### config.mk
export PLATFORM = sky130hd
export DESIGN_NAME = ac_out_port
export DESIGN_NICKNAME = d
export VERILOG_FILES = /design/src/rtl/ac_out_port.sv
export SDC_FILE = /design/constraint.sdc
export NUM_CORES = 1
export LEC_CHECK = 0
export BUFFER_PORTS_ARGS = -buffer_cell sky130_fd_sc_hd__buf_2
export CORE_UTILIZATION = 55
export CTS_CLUSTER_DIAMETER = 150
export DETAILED_ROUTE_END_ITERATION = 10
export PLACE_DENSITY = 0.76
export RECOVER_POWER = 25
export SLEW_MARGIN = 25
export SYNTH_ARGS = -nofsm -noshare
export SYNTH_HDL_FRONTEND = slang
export SYNTH_SLANG_ARGS = --single-unit
### constraint.sdc
create_clock -name clk -period 6.2 [get_ports clk]
set_input_delay 1.55 -clock clk [delete_from_list [all_inputs] [get_ports clk]]
set_output_delay 1.55 -clock clk [all_outputs]
set_load 0.03 [all_outputs]
### src/rtl/ac_out_port.sv
// ac_out_port: buffers accumulator OUT writes in a small FIFO and streams them over valid/ready
module ac_out_port #(
    parameter int WIDTH  = 8,
    parameter int DEPTH  = 4,
    parameter int ADDR_W = 2
) (
    input  logic              clk,
    input  logic              reset,
    input  logic [WIDTH-1:0]  ac_data,
    input  logic              out_en,
    input  logic              clr_ovf,
    output logic [WIDTH-1:0]  out_data,
    output logic              out_valid,
    input  logic              out_ready,
    output logic              full,
    output logic              empty,
    output logic [ADDR_W:0]   count,
    output logic              overflow
);
    localparam logic [ADDR_W:0]   CNT_ONE = (ADDR_W+1)'(1);
    localparam logic [ADDR_W:0]   CNT_MAX = (ADDR_W+1)'(DEPTH);
    localparam logic [ADDR_W-1:0] PTR_ONE = ADDR_W'(1);

    logic [WIDTH-1:0]  mem_q [DEPTH];
    logic [ADDR_W-1:0] wr_ptr_q, wr_ptr_d;
    logic [ADDR_W-1:0] rd_ptr_q, rd_ptr_d;
    logic [ADDR_W:0]   count_q, count_d;
    logic              overflow_q, overflow_d;
    logic              push, pop;

    // Flags and head data derive only from registered state; no input-to-output path.
    assign empty     = (count_q == '0);
    assign full      = (count_q == CNT_MAX);
    assign count     = count_q;
    assign overflow  = overflow_q;
    assign out_valid = !empty;
    assign out_data  = empty ? '0 : mem_q[rd_ptr_q];

    // Next-state: a pop frees a slot so a write into a full FIFO is still accepted.
    always_comb begin
        pop        = !empty && out_ready;
        push       = out_en && (!full || pop);
        wr_ptr_d   = push ? wr_ptr_q + PTR_ONE : wr_ptr_q;
        rd_ptr_d   = pop ? rd_ptr_q + PTR_ONE : rd_ptr_q;
        count_d    = (push && !pop) ? count_q + CNT_ONE :
                     (pop && !push) ? count_q - CNT_ONE : count_q;
        overflow_d = (out_en && !push) ? 1'b1 : clr_ovf ? 1'b0 : overflow_q;
    end

    // Control state with immediate reset; stored words are abandoned on reset.
    always_ff @(posedge clk or posedge reset) begin
        if (reset) begin
            wr_ptr_q   <= '0;
            rd_ptr_q   <= '0;
            count_q    <= '0;
            overflow_q <= 1'b0;
        end else begin
            wr_ptr_q   <= wr_ptr_d;
            rd_ptr_q   <= rd_ptr_d;
            count_q    <= count_d;
            overflow_q <= overflow_d;
        end
    end

    // Storage array needs no reset: count gates visibility of its contents.
    always_ff @(posedge clk) begin
        if (push) mem_q[wr_ptr_q] <= ac_data;
    end
endmodule

==> out/qor.yml, run 1 <==
status: "finished, violations left"
failed_checks: "design-rule violations"
setup_ws_ns: 2.695
p_leak_nw: 0.7346
p_per_area_mw_per_mm2: 499.1
clock_sinks: 40
fin_worst_skew_ns: 0.009788
rsz0062_at_grt: "false"
final.setup.tns_ns: 0
worstPathCellList: "mux4_2, and2_1, buf_2"
track_usage: 0.1712
crit_path_end: "out_data[7]"
r2r-start: "count[0]$_DFFE_PP0P_"
relSlewSlack: 0.6209
ant_nets: 0
worst-setup-path-type: "reg -> out"
clock_path_buffers: 2
port_buffers: 27
start_util: 0.5931
drive_gt1_frac: 0.3629
ctsResizeCount: 0
cts_hold_buf: 0
startpoint: "rd_ptr_q[0]$_DFFE_PP0P_"
die_h_um: 57.23
slowest_delay_ns: 0.72
worstPathMaxFanout: 10
rrSetupSlack_ns: 3.89
core_mm2: 0.002829
ys_seq_area_frac: 0.6920
slowest_stage: "dfrtp_1"
rr_endpoint: "count[2]$_DFFE_PP0P_"
vdd_ir_drop_max_mv: 0.2596
fin_nets: 142
placedCellCount: 147
die_w_um: 57.23
post-route-min-period_ns: 3.505
yosys_warnings: 0
maxCapViolCount: 0
critPathLaunchType: "register"
grt_pass1_wl_um: 3843
routabilityCongestion: 0.6837
avgRoutedWirePerCell_um: 15.91
antenna_cells: 0
totalWireLength_um: 2466
crit_family: "flip-flops"
hp-class: "reg -> reg"
grt_max_degree: 13
cts_setup_buffers: 0
vias: 850
dieArea_mm2: 0.003275
whs_path_depth: 1
insertion_delay_ns: 0.34
end_kind: "output port"
netlist_instances: 92
via_per_inst: 5.484
worst-path-stages: 3
syn_nets: 111
grt_overflow: 0
ios: 28
hold_viol_final: 0
ys_types: 21
synth-seq-cells: 40
cp.required_ns: 4.65
cts_made_buffers: 5
cts-root-buf: "clkbuf_4"
post-route-period-util: 0.5653
grt_pass1_vias: 814
drt_iter0_drc: 23
final_cell_count_no_fill: 155
cts_tree: "yes"
hpwl_um: 1745
first_pass_iters: 7
pre_cts_ws_ns: 3.043
report.final.slew_viol_count: 0
antenna_found_initial: 0
critPathArrivalTime_ns: 1.95
rows: 19
finalSetupViolCount: 0
syn_area_per_cell_um2: 18.24
fmaxAchievable_mhz: 285.3
path_buf_inv: 1
syn_area_mm2: 0.001678
worstMarginPinSlew_ns: 0.5687
h-tree-depth: 2
final_cell_mix: "edfxtp_1, buf_2"
syn2layout_area_growth_pct: 12.45
clk_pin_slew_ns: 0.11
r2r.worst_path.cells: 8
final_common_cell: "edfxtp_1"
fin_util: 0.6670
drc: 6
## flip-flops by register name, summed over array words and instances, names as in the netlist
register / flops
wr_ptr_q: 2
count: 3
mem_q: 32
rd_ptr_q: 2
overflow: 1
## how the worst min path moves through the flow
stage / from / to / slack [ns]
after floorplan: wr_ptr_q[1]$_DFFE_PP0P_ / wr_ptr_q[1]$_DFFE_PP0P_ / 0.53
after global placement: count[2]$_DFFE_PP0P_ / count[2]$_DFFE_PP0P_ / 0.48
after detailed placement: count[2]$_DFFE_PP0P_ / count[2]$_DFFE_PP0P_ / 0.50
after CTS: count[2]$_DFFE_PP0P_ / count[2]$_DFFE_PP0P_ / 0.51
after global routing: count[2]$_DFFE_PP0P_ / count[2]$_DFFE_PP0P_ / 0.54
final: count[2]$_DFFE_PP0P_ / count[2]$_DFFE_PP0P_ / 0.51
## cell usage after synthesis
library cell   n  area share
edfxtp_1      32        0.57
and2_1         8       0.030
dfrtp_1        8        0.12
inv_1          8       0.018
mux4_2         8        0.11
ha_1           5       0.037
and2_2         4       0.018
xnor2_1        4       0.021
clkbuf_1       2      0.0045
xor2_1         2       0.010
buf_2          1      0.0030
fa_1           1       0.012
mux2_2         1      0.0067
mux2_4         1      0.0089
nand2_1        1      0.0022
nand3_1        1      0.0030
nor2_1         1      0.0022
o21a_4         1      0.0089
o32ai_1        1      0.0052
or3_2          1      0.0045
or3b_1         1      0.0052
## cells by family (layout without fill, tap and decap cells)
family / Yosys count / count (layout) / synth area share
DFF: 40 / 40 / 0.6920
and+or+nand+nor: 17 / 17 / 0.06487
buffers and inverters: 11 / 43 / 0.02535
muxes: 10 / 10 / 0.1230
adders and majority gates: 6 / 6 / 0.04922
xor gates and xnor gates: 6 / 6 / 0.03132
AOI/OAI and AO/OA: 2 / 2 / 0.01417
## where the power goes
group | total [W] | switching [W] | internal [W] | leakage, nW
Clock | 0.000123 | 0.0000794 | 0.0000432 | 0.0259
Sequential | 0.000419 | 0.0000575 | 0.000361 | 0.389
Combinational | 0.000400 | 0.000229 | 0.000171 | 0.320
Total | 0.000942 | 0.000366 | 0.000576 | 0.735
## routing by layer
metal	wire, um	global-route usage
met4	26	0.06272
met3	108	0.07483
met1	1100	0.2314
met5	0	0
met2	1230	0.2504
## through the flow
stage               total power, W  hold slack [ns]  area, um^2
finish                   0.0009417           0.5143        1887
detailed placement       0.0008328           0.4997        1839
CTS                      0.0009521           0.5146        1892
global route             0.0009982           0.5360        1887
floorplan                0.0007299           0.5348        1678
global placement         0.0008172           0.4835        1839
## cell type report
| type | count | area, um^2 |
|---|---|---|
| Tap cell | 31 | 38.79 |
| Clock inverter | 2 | 11.26 |
| Sequential cell | 40 | 1161 |
| Timing Repair Buffer | 27 | 130.1 |
| Multi-Input combinational cell | 41 | 474.2 |
| Inverter | 8 | 30.03 |
| Fill cell | 189 | 942.2 |
| Clock buffer | 6 | 41.29 |
No activity file was read; power rests on OpenSTA's default activity.
==> inputs of run 2 (changes only) <==
--- a/config.mk
+++ b/config.mk
@@ -6,10 +6,10 @@
 export NUM_CORES = 1
 export LEC_CHECK = 0
 export BUFFER_PORTS_ARGS = -buffer_cell sky130_fd_sc_hd__buf_2
-export CORE_UTILIZATION = 55
+export CORE_UTILIZATION = 49
 export CTS_CLUSTER_DIAMETER = 150
 export DETAILED_ROUTE_END_ITERATION = 10
-export PLACE_DENSITY = 0.76
+export PLACE_DENSITY = 0.72
 export RECOVER_POWER = 25
 export SLEW_MARGIN = 25
 export SYNTH_ARGS = -nofsm -noshare
==> constraint.sdc (replaced) <==
create_clock -name clk -period 3.1 [get_ports clk]
set_input_delay 0.775 -clock clk [delete_from_list [all_inputs] [get_ports clk]]
set_output_delay 0.775 -clock clk [all_outputs]
set_load 0.03 [all_outputs]
==> run 2 against run 1 <==
- the run now ends clean
- sequential share of layout area down 0.53 points
- sequential power grew 100%
- clock power increased by 110%
- global-route usage increased by 0.24 points
- register-to-register slack worse by 3.2 ns
- total power up 100%
- clock skew shrank 0.0033 ns
- cell count up 8.4%
- count of clock-buffer cells in the layout is the same
- via count is 0.24% lower
- critical path depth stayed put
- routed wire length up 8.3%
- critical path type unchanged
- largest cell class unchanged
- largest power group unchanged
==> out/qor.yml, run 2 (synthesis gave the netlist of run 1 again) <==
rrSetupSlack_ns: 0.74  # -3.15 ns
first_pass_iters: 4  # -3
drc: 0  # -6
worstPathCellList: "mux4_2, and2_1, buf_2"
slowest_stage: "dfrtp_1"
antenna_found_initial: 0  # unchanged
combPwrFrac: 0.423  # -0.002
grt_pass1_vias: 872  # +7.1%
p_switching_w: 0.0007466  # +100%
n_fill_cell: 266  # +41%
relSlewSlack: 0.5930  # -0.02793
path_buf_inv: 1  # unchanged
critPathLaunchType: "register"
worstMarginPinSlew_ns: 0.6106  # +0.04189 ns
final.setup.tns_ns: 0  # unchanged
hpwl_um: 1906  # +9.2%
dieArea_mm2: 0.003662  # +12%
fin_nets: 142  # unchanged
syn2layout_area_growth_pct: 13.42
ctsResizeCount: 0  # unchanged
r2r.worst_path.cells: 8  # unchanged
via_per_inst: 5.048  # -8.0%
critPathArrivalTime_ns: 2.02  # +0.07 ns
finalSetupViolCount: 0  # unchanged
place_area_mm2: 0.001856  # +0.88%
post-route-period-util: 0.9004
ios: 28  # unchanged
clock_path_buffers: 2  # unchanged
final_area_mm2: 0.001903  # +0.86%
cts_hold_buf: 0  # unchanged
p_int_w: 0.001151  # +100%
grt_overflow: 0  # unchanged
maxCapViolCount: 0  # unchanged
rows: 20  # +1
port_buffers: 27  # unchanged
rr_endpoint: "count[2]$_DFFE_PP0P_"
routabilityCongestion: 0.6645  # -2.8%
setup_ws_ns: 0.3087  # -2.387 ns
track_usage: 0.1735  # +0.002354
post-route-min-period_ns: 2.791
die_w_um: 60.52  # +5.7%
drt_iter0_drc: 40  # +74%
start_util: 0.5321  # -0.06096
switching_share: 0.3935  # +0.004664
hp-class: "in -> async"
avgRoutedWirePerCell_um: 15.90  # about the same
largest_reg_flops: 32  # unchanged
clk_pin_slew_ns: 0.11  # about the same
cp.required_ns: 2.32  # -2.33 ns
clock_sinks: 40  # unchanged
ant_nets: 0  # unchanged
drive_gt1_frac: 0.3629  # unchanged
core_mm2: 0.003153  # +11%
p_leak_nw: 0.7342  # about the same
cts-root-buf: "clkbuf_4"
report.final.slew_viol_count: 0  # unchanged
hold_viol_final: 0  # unchanged
pre_cts_ws_ns: 0.6255  # -2.417 ns
final_cell_mix: "edfxtp_1, buf_2"
top_register: "mem_q"
antenna_cells: 0  # unchanged
end_kind: "output port"
crit_family: "flip-flops"
grt_max_degree: 14  # +1
cts_setup_buffers: 0  # unchanged
vdd_ir_drop_max_mv: 0.4762  # +83%
status: "finished, final reports clean"
insertion_delay_ns: 0.35  # about the same
grt_pass1_wl_um: 4160  # +8.2%
die_h_um: 60.52  # +5.7%
cts_made_buffers: 5  # unchanged
cts_tree: "yes"
p_per_area_mw_per_mm2: 997.1  # +100%
final_common_cell: "edfxtp_1"
worstPathMaxFanout: 10  # unchanged
p_clk_frac: 0.134  # +0.004
fin_worst_skew_ns: 0.006470  # -0.003318 ns
fmaxAchievable_mhz: 358.3
slowest_delay_ns: 0.75  # +0.03 ns
vias: 848  # -0.24%
h-tree-depth: 2  # unchanged
totalWireLength_um: 2671  # +8.3%
r2r-start: "count[0]$_DFFE_PP0P_"
pwr-share-seq: 0.443  # -0.002
rsz0062_at_grt: "false"
worst-setup-path-type: "reg -> out"
-- run 2: changes by cell type in the layout (fill, tap and decap cells not counted), sizes merged --
cell / previous run / this run
buf: 23 / 22
clkbuf: 10 / 11
-- run 2: per-stage QoR --
stage / hold slack, ns / utilization / power [W] / std cells
2_1_floorplan: 0.5348 / - / 0.001460 / 92
3_3_place_gp: 0.4830 / 0.5885 / 0.001644 / 160
3_5_place_dp: 0.4891 / 0.5885 / 0.001682 / 160
4_1_cts: 0.3683 / 0.6056 / 0.001929 / 168
5_1_grt: 0.3935 / 0.6036 / 0.002023 / 168
6_report: 0.3634 / 0.6036 / 0.001897 / 168
-- run 2: power groups by stage --
stage,Combinational (W),Clock (W),Sequential [W]
after global placement,0.000797,0,0.000847
after global routing,0.000876,0.000282,0.000865
after detailed placement,0.000822,0,0.000860
after floorplan,0.000633,0,0.000826
final,0.000802,0.000255,0.000841
after CTS,0.000821,0.000261,0.000848
-- run 2: layout make-up --
class                   instances  area (um^2)  share of cell area
clock buffers                   6        41.29             0.02170
clock inverters                 2        12.51            0.006575
inverters                       8        30.03             0.01578
multi-input cells              41        474.2              0.2492
flip-flops and latches         40         1161              0.6101
well taps                      44        55.05             0.02893
repair buffers                 27        128.9             0.06772
-- run 2: routing by layer --
layer	GRT usage	part of all wire	up-vias
li1	-	-	399
met1	0.2079	0.43	422
met2	0.2873	0.52	20
met3	0.06397	0.039	7
met4	0.06818	0.013	0
met5	0	0	-
-- run 2: how the worst max path moves through the flow --
stage                            start  slack [ns]  cells after the start           to
5_1_grt        rd_ptr_q[0]$_DFFE_PP0P_        0.17                      3  out_data[6]
2_1_floorplan     count[0]$_DFFE_PP0P_        0.69                      3  out_data[0]
4_1_cts        rd_ptr_q[0]$_DFFE_PP0P_        0.23                      3  out_data[6]
3_5_place_dp   rd_ptr_q[0]$_DFFE_PP0P_        0.63                      3  out_data[6]
6_report       rd_ptr_q[0]$_DFFE_PP0P_        0.31                      3  out_data[6]
3_3_place_gp   rd_ptr_q[0]$_DFFE_PP0P_        0.70                      3  out_data[0]
==> inputs of run 3 (changes only) <==
--- a/config.mk
+++ b/config.mk
@@ -6,6 +6,7 @@
 export NUM_CORES = 1
 export LEC_CHECK = 0
 export BUFFER_PORTS_ARGS = -buffer_cell sky130_fd_sc_hd__buf_2
+export CORE_ASPECT_RATIO = 2
 export CORE_UTILIZATION = 49
 export CTS_CLUSTER_DIAMETER = 150
 export DETAILED_ROUTE_END_ITERATION = 10
==> run 3 against run 2 <==
- count of clock-buffer cells in the layout grew 1
- non-clock buffer count is the same
- largest cell class unchanged
- the flow now finishes with violations (design-rule violations)
- total power grew 3.5%
- sequential power grew 0.6%
- combinational power shrank 0.5%
- cell area grew 0.59%
- maximum frequency grew 3.1%
==> out/qor.yml, run 3 (synthesis gave the netlist of run 1 again) <==
p_int_w: 0.001221  # +6.1%
combPwrFrac: 0.406  # -0.017
post-route-period-util: 0.8730  # -0.02746
p_switching_w: 0.0007426  # -0.53%
die_h_um: 84.76  # +40%
fin_worst_skew_ns: 0.002641  # -0.003829 ns
clock_path_buffers: 2  # unchanged
worst_hold_slack_ns: 0.4216  # +0.05819 ns
totalWireLength_um: 2625  # -1.7%
cts_tree: "yes"
p_per_area_mw_per_mm2: 1026  # +2.9%
syn2layout_area_growth_pct: 14.09
failed_checks: "design-rule violations"
cts_setup_buffers: 0  # unchanged
finalSetupViolCount: 0  # unchanged
seqCellArea_mm2: 0.001161  # unchanged
die_w_um: 43.38  # -28%
routabilityCongestion: 0.6459  # -2.8%
first_pass_iters: 7  # +3
met2_usage: 0.2782  # -0.009047
worstMarginPinSlew_ns: 0.6132  # +0.002643 ns
vias: 873  # +2.9%
r2r-start: "count[0]$_DFFE_PP0P_"
critPathLaunchType: "register"
ios: 28  # unchanged
grt_pass1_vias: 880  # +0.92%
hold_viol_final: 0  # unchanged
avgRoutedWirePerCell_um: 16.94  # +6.5%
final.setup.tns_ns: 0  # unchanged
clk_pin_slew_ns: 0.07  # -0.04 ns
cp.required_ns: 2.32  # about the same
clock_sinks: 40  # unchanged
grt.busiest_layer: "met2"
via_per_inst: 5.632  # +12%
rows: 29  # +45%
track_usage: 0.1633  # -0.01017
p_clk_frac: 0.163  # +0.029
pre_cts_ws_ns: 0.6868  # +0.06132 ns
worst-setup-path-type: "reg -> out"
final_common_cell: "edfxtp_1"
top_register: "mem_q"
placedCellCount: 147  # -8.1%
insertion_delay_ns: 0.29  # -0.06 ns
vdd_ir_drop_max_mv: 0.5906  # +24%
antenna_found_initial: 0  # unchanged
grt_max_degree: 13  # -1
cts-root-buf: "clkbuf_8"
status: "finished, violations left"
final_cell_mix: "edfxtp_1, buf_2"
r2r.worst_path.cells: 8  # unchanged
report.final.slew_viol_count: 0  # unchanged
drc: 8  # +8
rr_endpoint: "count[2]$_DFFE_PP0P_"
rsz0062_at_grt: "false"
hpwl_um: 1926  # +1.0%
hp-class: "in -> async"
switching_share: 0.3782  # -0.01528
drt_iter0_drc: 43  # +7.5%
grt_util_met1: 0.1705  # -0.03740
drive_gt1_frac: 0.3548  # -0.008065
worstPathMaxFanout: 10  # unchanged
end_kind: "output port"
fmaxAchievable_mhz: 369.5  # +3.1%
dieArea_mm2: 0.003676  # +0.39%
fin_nets: 142  # unchanged
rrSetupSlack_ns: 0.73  # about the same
h-tree-depth: 2  # unchanged
met3_usage: 0.04946  # -0.01450
grt_pass1_wl_um: 4195  # +0.84%
multi_input_area_um2: 474.2  # unchanged
n_fill_cell: 267  # +0.38%
cts_made_buffers: 5  # unchanged
start_util: 0.5196  # -0.01258
port_buffers: 27  # unchanged
post-route-min-period_ns: 2.706  # -0.08512 ns
p_leak_nw: 0.7485  # +2.0%
setup_ws_ns: 0.3938  # +0.08512 ns
critPathArrivalTime_ns: 1.93  # -0.09 ns
relSlewSlack: 0.5912  # -0.001762
ctsResizeCount: 0  # unchanged
maxCapViolCount: 0  # unchanged
cts_hold_buf: 0  # unchanged
core_mm2: 0.003229  # +2.4%
grt_overflow: 0  # unchanged
antenna_cells: 0  # unchanged
final_cell_count_no_fill: 155  # -7.7%
ant_nets: 0  # unchanged
pwr-share-seq: 0.431  # -0.012
largest_reg_flops: 32  # unchanged
==> run 3: cell count changes in the layout (fill, tap and decap cells not counted) <==
| cell | change |
|---|---|
| clkinv_1 | +1 |
| clkinvlp_4 | -1 |
| clkbuf_4 | -5 |
| clkinv_2 | -1 |
| buf_2 | +1 |
| clkbuf_8 | +5 |
==> run 3: how the worst max path moves through the flow <==
stage          cells after the start  slack (ns)               startpoint          end
2_1_floorplan                      3        0.69     count[0]$_DFFE_PP0P_  out_data[0]
3_3_place_gp                       3        0.71  rd_ptr_q[0]$_DFFE_PP0P_  out_data[1]
3_5_place_dp                       3        0.69  rd_ptr_q[0]$_DFFE_PP0P_  out_data[1]
4_1_cts                            3        0.37  rd_ptr_q[0]$_DFFE_PP0P_  out_data[1]
5_1_grt                            3        0.31  rd_ptr_q[0]$_DFFE_PP0P_  out_data[1]
6_report                           3        0.39  rd_ptr_q[0]$_DFFE_PP0P_  out_data[1]
==> run 3: critical path, stage by stage, from the launching register on <==
cell and delay, ns:
dfrtp_1 0.74, mux4_2 0.57, and2_1 0.16, buf_2 0.17
==> run 3: power by group through the flow <==
stage / Combinational, W / Sequential [W] / Clock (W)
2_1_floorplan: 0.000633 / 0.000826 / 0
3_3_place_gp: 0.000795 / 0.000848 / 0
3_5_place_dp: 0.000813 / 0.000861 / 0
4_1_cts: 0.000815 / 0.000850 / 0.000328
5_1_grt: 0.000859 / 0.000862 / 0.000350
6_report: 0.000798 / 0.000846 / 0.000320
==> run 3: routing by layer <==
layer  vias to the layer above  wire length (um)
met5                         -                 0
met4                         0                79
met3                         7               101
met2                        24              1533
met1                       444               911
li1                        398                 -
==> run 3: layout make-up <==
class / instances / share of cell area
Clock buffer: 7 / 0.03987
Clock inverter: 1 / 0.001961
Inverter: 8 / 0.01569
Multi-Input combinational cell: 41 / 0.2477
Sequential cell: 40 / 0.6065
Tap cell: 31 / 0.02026
Timing Repair Buffer: 27 / 0.06797
==> run 3: metrics by stage <==
| step | total power (W) | util | instance area [um^2] |
|---|---|---|---|
| 6_report | 0.001964 | 0.5928 | 1914 |
| 5_1_grt | 0.002071 | 0.5928 | 1914 |
| 4_1_cts | 0.001992 | 0.5943 | 1919 |
| 3_5_place_dp | 0.001673 | 0.5695 | 1839 |
| 3_3_place_gp | 0.001643 | 0.5695 | 1839 |
| 2_1_floorplan | 0.001460 | - | 1678 |
